[src/rtl/jtcontra_rom_arb_if.sv]
// rtl/jtcontra_rom_arb_if.sv - client and SDRAM-side signal bundle for jtcontra_rom_arb
interface jtcontra_rom_arb_if #(
  parameter int CH = 2,
  parameter int AW = 18,
  parameter int DW = 16
);
  logic [CH-1:0]    ch_en;
  logic [CH-1:0]    ch_cs;
  logic [CH*AW-1:0] ch_addr;
  logic [CH-1:0]    ch_ok;
  logic [CH*DW-1:0] ch_data;
  logic             rom_cs;
  logic [AW-1:0]    rom_addr;
  logic [DW-1:0]    rom_data;
  logic             rom_ok;
  logic             busy;
  logic             err;

  modport master (
    output ch_en, ch_cs, ch_addr, rom_data, rom_ok,
    input  ch_ok, ch_data, rom_cs, rom_addr, busy, err
  );

  modport slave (
    input  ch_en, ch_cs, ch_addr, rom_data, rom_ok,
    output ch_ok, ch_data, rom_cs, rom_addr, busy, err
  );
endinterface

[src/rtl/jtcontra_rom_arb.sv]
// rtl/jtcontra_rom_arb.sv - fixed/round-robin SDRAM arbiter for graphics ROM clients
// Optional WAIT timeout with err pulse: define JTCONTRA_ROMARB_TIMEOUT_EN.
module jtcontra_rom_arb #(
  parameter int CH = 2,
  parameter int AW = 18,
  parameter int DW = 16,
  parameter int RR = 0
) (
  input  logic              clk,
  input  logic              rst,
  jtcontra_rom_arb_if.slave bus
);
  localparam int GW = $clog2(CH);

  typedef enum logic [1:0] {IDLE, GUARD, WAIT} state_t;

  state_t        state_q;
  logic [GW-1:0] grant_q;
  logic [GW-1:0] rr_q;
  logic [GW-1:0] grant_d;
  logic [GW-1:0] lo_idx;
  logic [GW-1:0] hi_idx;
  logic          hi_vld;
  logic [CH-1:0] ch_ok_q;
  logic [CH-1:0] pend;
  logic [DW-1:0] data_q      [CH];
  logic [AW-1:0] last_addr_q [CH];
  logic [AW-1:0] addr_w      [CH];
  logic          rom_cs_q;
  logic [AW-1:0] rom_addr_q;
  logic          timeout;

  for (genvar i = 0; i < CH; i++) begin : g_lane
    assign addr_w[i]                = bus.ch_addr[i*AW +: AW];
    assign bus.ch_data[i*DW +: DW]  = data_q[i];
  end

  assign pend         = bus.ch_cs & bus.ch_en & ~ch_ok_q;
  assign bus.ch_ok    = ch_ok_q;
  assign bus.rom_cs   = rom_cs_q;
  assign bus.rom_addr = rom_addr_q;
  assign bus.busy     = (state_q != IDLE);

  // lo_idx: lowest pending; hi_idx: lowest pending above the last grant (round-robin wrap)
  always_comb begin
    lo_idx = '0;
    hi_idx = '0;
    hi_vld = 1'b0;
    for (int i = CH-1; i >= 0; i--) begin
      if (pend[i]) begin
        lo_idx = GW'(i);
        if (i > int'(rr_q)) begin
          hi_idx = GW'(i);
          hi_vld = 1'b1;
        end
      end
    end
    grant_d = (RR != 0 && hi_vld) ? hi_idx : lo_idx;
  end

`ifdef JTCONTRA_ROMARB_TIMEOUT_EN
  logic [7:0] timer_q;
  logic       err_q;
  assign timeout = &timer_q;
  assign bus.err = err_q;
`else
  assign timeout = 1'b0;
  assign bus.err = 1'b0;
`endif

  always_ff @(posedge clk or posedge rst) begin
    if (rst) begin
      state_q    <= IDLE;
      grant_q    <= '0;
      rr_q       <= GW'(CH-1);
      ch_ok_q    <= '0;
      rom_cs_q   <= 1'b0;
      rom_addr_q <= '0;
      for (int i = 0; i < CH; i++) begin
        data_q[i]      <= '0;
        last_addr_q[i] <= '0;
      end
`ifdef JTCONTRA_ROMARB_TIMEOUT_EN
      timer_q <= '0;
      err_q   <= 1'b0;
`endif
    end else begin
`ifdef JTCONTRA_ROMARB_TIMEOUT_EN
      err_q <= 1'b0;
`endif
      for (int i = 0; i < CH; i++) begin
        if (!bus.ch_cs[i] || addr_w[i] != last_addr_q[i]) ch_ok_q[i] <= 1'b0;
        if (bus.ch_cs[i] && !bus.ch_en[i]) begin
          ch_ok_q[i] <= 1'b1;
          data_q[i]  <= '0;
        end
      end
      case (state_q)
        IDLE: begin
          if (|pend) begin
            rom_cs_q             <= 1'b1;
            rom_addr_q           <= addr_w[grant_d];
            last_addr_q[grant_d] <= addr_w[grant_d];
            grant_q              <= grant_d;
            rr_q                 <= grant_d;
            state_q              <= GUARD;
          end else begin
            rom_cs_q <= 1'b0;
          end
        end
        // rom_ok here may still belong to the previous slot
        GUARD: begin
`ifdef JTCONTRA_ROMARB_TIMEOUT_EN
          timer_q <= 8'd1;
`endif
          state_q <= WAIT;
        end
        WAIT: begin
          if (bus.rom_ok || timeout) begin
            data_q[grant_q] <= bus.rom_ok ? bus.rom_data : {DW{1'b1}};
            if (bus.ch_cs[grant_q] && addr_w[grant_q] == last_addr_q[grant_q])
              ch_ok_q[grant_q] <= 1'b1;
            rom_cs_q <= 1'b0;
            state_q  <= IDLE;
`ifdef JTCONTRA_ROMARB_TIMEOUT_EN
            err_q <= !bus.rom_ok;
`endif
          end else begin
`ifdef JTCONTRA_ROMARB_TIMEOUT_EN
            timer_q <= timer_q + 8'd1;
`endif
          end
        end
        default: state_q <= IDLE;
      endcase
    end
  end
endmodule

[src/flat_wrapper.sv]
// flat-port wrapper written by rule: the top's interface ports become plain ports
module jtcontra_rom_arb_flat 
#(
  parameter int CH = 2,
  parameter int AW = 18,
  parameter int DW = 16,
  parameter int RR = 0
)
  (clk, rst, bus_ch_en, bus_ch_cs, bus_ch_addr, bus_rom_data, bus_rom_ok, bus_ch_ok, bus_ch_data, bus_rom_cs, bus_rom_addr, bus_busy, bus_err);
  jtcontra_rom_arb_if #(.CH(CH), .AW(AW), .DW(DW)) bus_i ();
  input  logic clk;
  input  logic rst;
  input wire logic [$bits(bus_i.ch_en)-1:0] bus_ch_en;
  input wire logic [$bits(bus_i.ch_cs)-1:0] bus_ch_cs;
  input wire logic [$bits(bus_i.ch_addr)-1:0] bus_ch_addr;
  input wire logic [$bits(bus_i.rom_data)-1:0] bus_rom_data;
  input wire logic [$bits(bus_i.rom_ok)-1:0] bus_rom_ok;
  output wire logic [$bits(bus_i.ch_ok)-1:0] bus_ch_ok;
  output wire logic [$bits(bus_i.ch_data)-1:0] bus_ch_data;
  output wire logic [$bits(bus_i.rom_cs)-1:0] bus_rom_cs;
  output wire logic [$bits(bus_i.rom_addr)-1:0] bus_rom_addr;
  output wire logic [$bits(bus_i.busy)-1:0] bus_busy;
  output wire logic [$bits(bus_i.err)-1:0] bus_err;
  assign bus_i.ch_en = bus_ch_en;
  assign bus_i.ch_cs = bus_ch_cs;
  assign bus_i.ch_addr = bus_ch_addr;
  assign bus_i.rom_data = bus_rom_data;
  assign bus_i.rom_ok = bus_rom_ok;
  assign bus_ch_ok = bus_i.ch_ok;
  assign bus_ch_data = bus_i.ch_data;
  assign bus_rom_cs = bus_i.rom_cs;
  assign bus_rom_addr = bus_i.rom_addr;
  assign bus_busy = bus_i.busy;
  assign bus_err = bus_i.err;
  jtcontra_rom_arb #(.CH(CH), .AW(AW), .DW(DW), .RR(RR)) u_core (.clk(clk), .rst(rst), .bus(bus_i));
endmodule
[config.mk]
export PLATFORM = sky130hd
export DESIGN_NAME = jtcontra_rom_arb_flat
export DESIGN_NICKNAME = d
export VERILOG_FILES = /design/src/rtl/jtcontra_rom_arb_if.sv /design/src/rtl/jtcontra_rom_arb.sv /design/src/flat_wrapper.sv
export SDC_FILE = /design/constraint.sdc
export NUM_CORES = 1
export LEC_CHECK = 0
export CAP_MARGIN = 10
export CORE_MARGIN = 1
export CORE_UTILIZATION = 34
export DETAILED_ROUTE_END_ITERATION = 16
export PLACE_DENSITY = 0.68
export SLEW_MARGIN = 20
export SYNTH_ARGS = -nofsm -noshare
export SYNTH_HDL_FRONTEND = slang
export SYNTH_SLANG_ARGS = --single-unit
[constraint.sdc]
create_clock -name clk -period 3.8 [get_ports clk]
set_input_delay 0.76 -clock clk [delete_from_list [all_inputs] [get_ports clk]]
set_output_delay 0.76 -clock clk [all_outputs]
set_load 0.03 [all_outputs]
==> results of run 1 <==
[path summary, 6_finish.rpt]
kind                       cells after the start                endpoint
max reg2reg                                    5  u_core.last_addr_q[26]
min reg2reg                                    1       u_core.bus.rom_cs
max in group asynchronous                      3          u_core.grant_q
min in group asynchronous                      2  u_core.bus.ch_data[20]
min                                            1       u_core.bus.rom_cs
max                                            3                bus_busy
[flip-flops by register name, summed over array words and instances, names as in the netlist]
name / count
u_core.bus.rom_cs: 1
u_core.state_q: 2
u_core.last_addr_q: 36
u_core.bus.ch_ok: 2
u_core.grant_q: 1
u_core.bus.ch_data: 32
u_core.bus.rom_addr: 18
[area by class of cell]
class / instances / area (µm²)
clock inverters: 5 / 60.1
flip-flops and latches: 92 / 2300
repair buffers: 117 / 1170
clock buffers: 11 / 243
well taps: 147 / 184
inverters: 3 / 12.5
fillers: 1155 / 6320
multi-input cells: 273 / 1720
[power by group through the flow]
stage | logic, mW | registers (mW) | clock network (mW)
2_1_floorplan | 0.654 | 1.91 | 0
3_3_place_gp | 1.55 | 1.60 | 0
3_5_place_dp | 1.58 | 1.61 | 0
4_1_cts | 1.59 | 1.60 | 0.925
5_1_grt | 1.69 | 1.64 | 0.972
6_report | 1.57 | 1.59 | 0.908
[metrics by stage]
stage | utilization | std cells | instance area, µm² | total power, mW
floorplan | - | 390 | 4180 | 2.57
CTS | 0.474 | 648 | 5690 | 4.11
finish | 0.474 | 648 | 5690 | 4.07
global route | 0.474 | 648 | 5690 | 4.30
detailed placement | 0.449 | 632 | 5390 | 3.19
global placement | 0.449 | 632 | 5390 | 3.15
[routing by layer]
metal | global-route usage | routed length (µm) | up-vias
li1 | - | - | 1519
met1 | 0.225 | 4660 | 1564
met2 | 0.281 | 4970 | 112
met3 | 0.0305 | 540 | 11
met4 | 0.0560 | 134 | 0
met5 | 0 | 0 | -
[Yosys cell counts (all sizes together)]
cell      n  area, µm²
clkbuf    7       27.5
o21ai    19       95.1
inv       3       11.3
nand4     8       50.1
nand2    65        260
or2b      1       7.51
buf      15        116
nand3    17       85.1
or4       2       15.0
nor2b     2       20.0
mux2i    19        190
dfrtp    92       2300
nand3b    2       40.0
conb      1       3.75
nand2b    2       12.5
mux2     18        236
a21o      1       7.51
o2111ai   2       17.5
and3      2       12.5
nor2     39        161
xnor2    36        315
a21oi    37        189
[logic make-up (layout without fill, tap and decap cells)]
| family | after synthesis | after routing | synth area share |
|---|---|---|---|
| flip-flops | 92 | 92 | 0.551 |
| AO/OA/AOI/OAI | 59 | 59 | 0.0740 |
| other | 1 | 1 | 0.000898 |
| multiplexers | 37 | 37 | 0.102 |
| buffers and inverters | 25 | 136 | 0.0371 |
| AND/OR/NAND/NOR | 140 | 140 | 0.159 |
| XOR/XNOR | 36 | 36 | 0.0755 |
[critical path, cell delays in order (launching register included)]
cell	delay, ns
dfrtp_1	0.47
nor2_4	0.09
inv_1	0.19
clkdlybuf4s50_1	0.71
==> run metrics, run 1 <==
status=finished clean; GPL Wtd Cong=0.792; drt first pass iters=4; clock buffer depth=2; Worst-path clk slew=0.06 ns; core area=12000 µm²; Tcrit/Tclk final=0.673; synth warn=0; initial antenna violation count=0; Port Buffers=112; IR drop worst, VDD=398 µV; total of max-cap violations=0; flop2flop setup slack=1.94 ns; vias in the first global route=3275; Worst Path Required=3.04 ns; Crit Path Category=register to output port; element type at the critical path end=output port; initial DRC count=192; Worst Setup Slack, final=1.24 ns; CTS buffer count=9; minimum clock period=2.56 ns; final WL=10300 µm; post_cts resized=0; GR Overflow Total=0; P_int=2.62 mW; setup TNS=0 ns; die area=12700 µm²; commonest non-fill, non-tap cells in the layout=clkdlybuf4s50_1, dfrtp_1, nand2_1, nor2_1; reg2reg start=u_core.bus.ch_ok[1]; CTS H-tree lvls=3; Clock Latency Late Sink=0.34 ns; Clock Tree Root=clkbuf_16; Max Fclk=0.391 GHz; Mapped Avg Cell Area=10.7 µm²; Die Wd=113 µm; Fin Clk Skew=0.00748 ns; DR WL/cell=15.9 µm; hold_buf cts=0; Post-CTS Setup Repair Bufs=0; number of synthesized register bits=92; commonest non-fill, non-tap cell in the layout=clkdlybuf4s50_1; Final Hold Viols=0; Setup crit start=u_core.state_q[1]; Place WS=1.05 ns; HPWL Detailed=7530 µm; Num Clock Sinks=92; Hold Startpoint=u_core.bus.rom_cs; crit path DAT=1.80 ns; NetSw=1.45 mW; layout net count=555; row cnt=40; Synth cell types=32; Mapped Area=4180 µm²; crit-path max FO=6; sw frac=0.357; PwrDens=715 nW/µm²; Setup-failing EPs final=0; Vias=3206; Die H=113 µm; n_diodes=0; RSZ-0062 raised after global routing=false; Pleak=2.39 nW; post-synthesis sequential area ratio=0.551; syn nets=449; CTS tree=built; Mapped Cells=390; Clk pwr share=0.223; Hold Path Class=register to register; Vias/cell=4.95; CP Launch Type=register; share of power burned in registers=0.392; first-pass GRT wire length=16700 µm; share of layout cells above drive strength 1=0.0918; Initial Util=0.348; Worst Max-Slew Pin Slew=0.809 ns; Min Hold Slack=0.489 ns; Area Growth Syn to Fin=36.3%; GRT Total Usage=0.169; Rel. slew slack=0.459; IO Pins=114; Residual DRC=0; Gate power share=0.385; largest net degree at the start of global routing=54; max-slew violations=0; Antenna Nets Post-Route=0
(Power assumes the default switching activity.)
==> inputs of run 2 (changes only) <==
- PLACE_DENSITY: 0.68 -> 0.7
- clock period: 3.8 -> 2.3 ns (I/O delays scaled with it)
==> run 2 against run 1 <==
Effect of this change: hold slack got worse by 0.010 ns; final area grew 1.6%; global-route usage shrank 0.26 points; critical path depth shrank 2; worst setup slack lost 0.85 ns; clock power rose by 69%; highest routed layer unchanged; via count decreased by 1.5%.
==> run metrics, run 2 (synthesized netlist as in run 1, its figures left out) <==
GR Overflow Total=0; Die H=113 µm; Buf+Inv Stages, Crit Path=1; vias in the first global route=3276; setup TNS=0 ns; die area=12700 µm²; commonest non-fill, non-tap cells in the layout=clkdlybuf4s50_1, dfrtp_1, nand2_1, nor2_1; Fin Clk Skew=0.00561 ns; Final Hold Viols=0; core area=12000 µm²; Placement Cell Area=5470 µm²; dpl cells=637; Final Non-Filler Cells=653; Hold Path Class=register to register; Residual DRC=0; crit-path max FO=3; first-pass GRT wire length=16400 µm; initial antenna violation count=0; CTS buffer count=9; clock buffer depth=2; Crit Path Category=register to output port; PwrDens=1170 nW/µm²; layout net count=560; GPL Wtd Cong=0.764; Setup-failing EPs final=0; Port Buffers=112; Clock Latency Late Sink=0.33 ns; crit path DAT=1.45 ns; Vias=3157; fill cell count=1125; max-slew violations=0; n_diodes=0; slowest stage delay, CP=0.72 ns; share of layout cells above drive strength 1=0.103; largest net degree at the start of global routing=60; Min Hold Slack=0.479 ns; HPWL Detailed=7560 µm; commonest non-fill, non-tap cell in the layout=clkdlybuf4s50_1; status=finished clean; RSZ-0062 raised after global routing=false; Antenna Nets Post-Route=0; Rel. slew slack=0.569; max reg flops=36; Core Util, Final=0.481; element type at the critical path end=output port; CP Launch Type=register; Die Wd=113 µm; Initial Util=0.348; Max Fclk=0.524 GHz; post_cts resized=0; Cell Chain, Critical Path=clkdlybuf4s50_1; row cnt=40; initial DRC count=225; CTS H-tree lvls=3; Most flops, register=u_core.last_addr_q; cell area after layout=5780 µm²; drt first pass iters=4; Worst Max-Slew Pin Slew=0.646 ns; critical path's slowest cell=clkdlybuf4s50_1; Worst Path Required=1.84 ns; DR WL/cell=15.6 µm; minimum clock period=1.91 ns; Vias/cell=4.83; Pleak=2.44 nW; CTS tree=built; Area Growth Syn to Fin=38.4%; Post-CTS Setup Repair Bufs=0; total of max-cap violations=0; IO Pins=114; Clock Tree Root=clkbuf_16; hold_buf cts=0; crit-path leading delay family=buffers and inverters; Worst-path clk slew=0.06 ns; Tcrit/Tclk final=0.830; IR drop worst, VDD=484 µV; final WL=10200 µm; GRT Total Usage=0.167; Num Clock Sinks=92
==> run 2: cell count changes in the layout (fill, tap and decap cells not counted), sizes merged <==
cell	change
inv	-1
buf	+5
clkinvlp	+1
dlymetal6s2s	+1
clkdlybuf4s50	-1
==> run 2: report_power, final <==
part | internal [mW] | switching (mW)
registers | 2.23 | 0.395
logic | 1.24 | 1.37
clock network | 0.904 | 0.627
total | 4.37 | 2.40
==> run 2: cell type report <==
type	instances	area, µm²	area share
tap	147	184	0.0318
multi-input combinational	273	1720	0.297
timing repair buffer	122	1250	0.216
sequential	92	2300	0.398
clock inverter	5	60.1	0.0104
clock buffer	11	253	0.0437
inverter	3	15.0	0.00260
==> run 2: final timing paths <==
kind / startpoint / endpoint / slack (ns) / depth (start not counted)
worst max-delay path: u_core.bus.ch_ok[1] / bus_ch_ok[1] / 0.39 / 1
worst min-delay path: u_core.bus.rom_cs / u_core.bus.rom_cs / 0.48 / 1
worst max register to register: u_core.state_q[1] / u_core.bus.rom_addr[1] / 0.70 / 6
worst min register to register: u_core.bus.rom_cs / u_core.bus.rom_cs / 0.48 / 1
max in group asynchronous: rst / u_core.bus.rom_addr[5] / 1.42 / 3
min in group asynchronous: rst / u_core.bus.ch_data[20] / 0.56 / 3
==> run 2: metrics by stage <==
step / setup slack [ns] / total power [mW]
final: 0.392 / 6.76
after global routing: 0.369 / 7.13
after CTS: 0.0691 / 6.84
after detailed placement: 0.159 / 5.29
after global placement: 0.194 / 5.22
after floorplan: 0.625 / 4.24
==> run 2: routing by layer <==
layer	vias up	wire, µm	global-route usage	part of all wire
met5	-	0	0	0
met4	0	85	0.0400	0.0083
met3	8	406	0.0380	0.040
met2	84	5250	0.296	0.52
met1	1541	4450	0.206	0.44
li1	1524	-	-	-
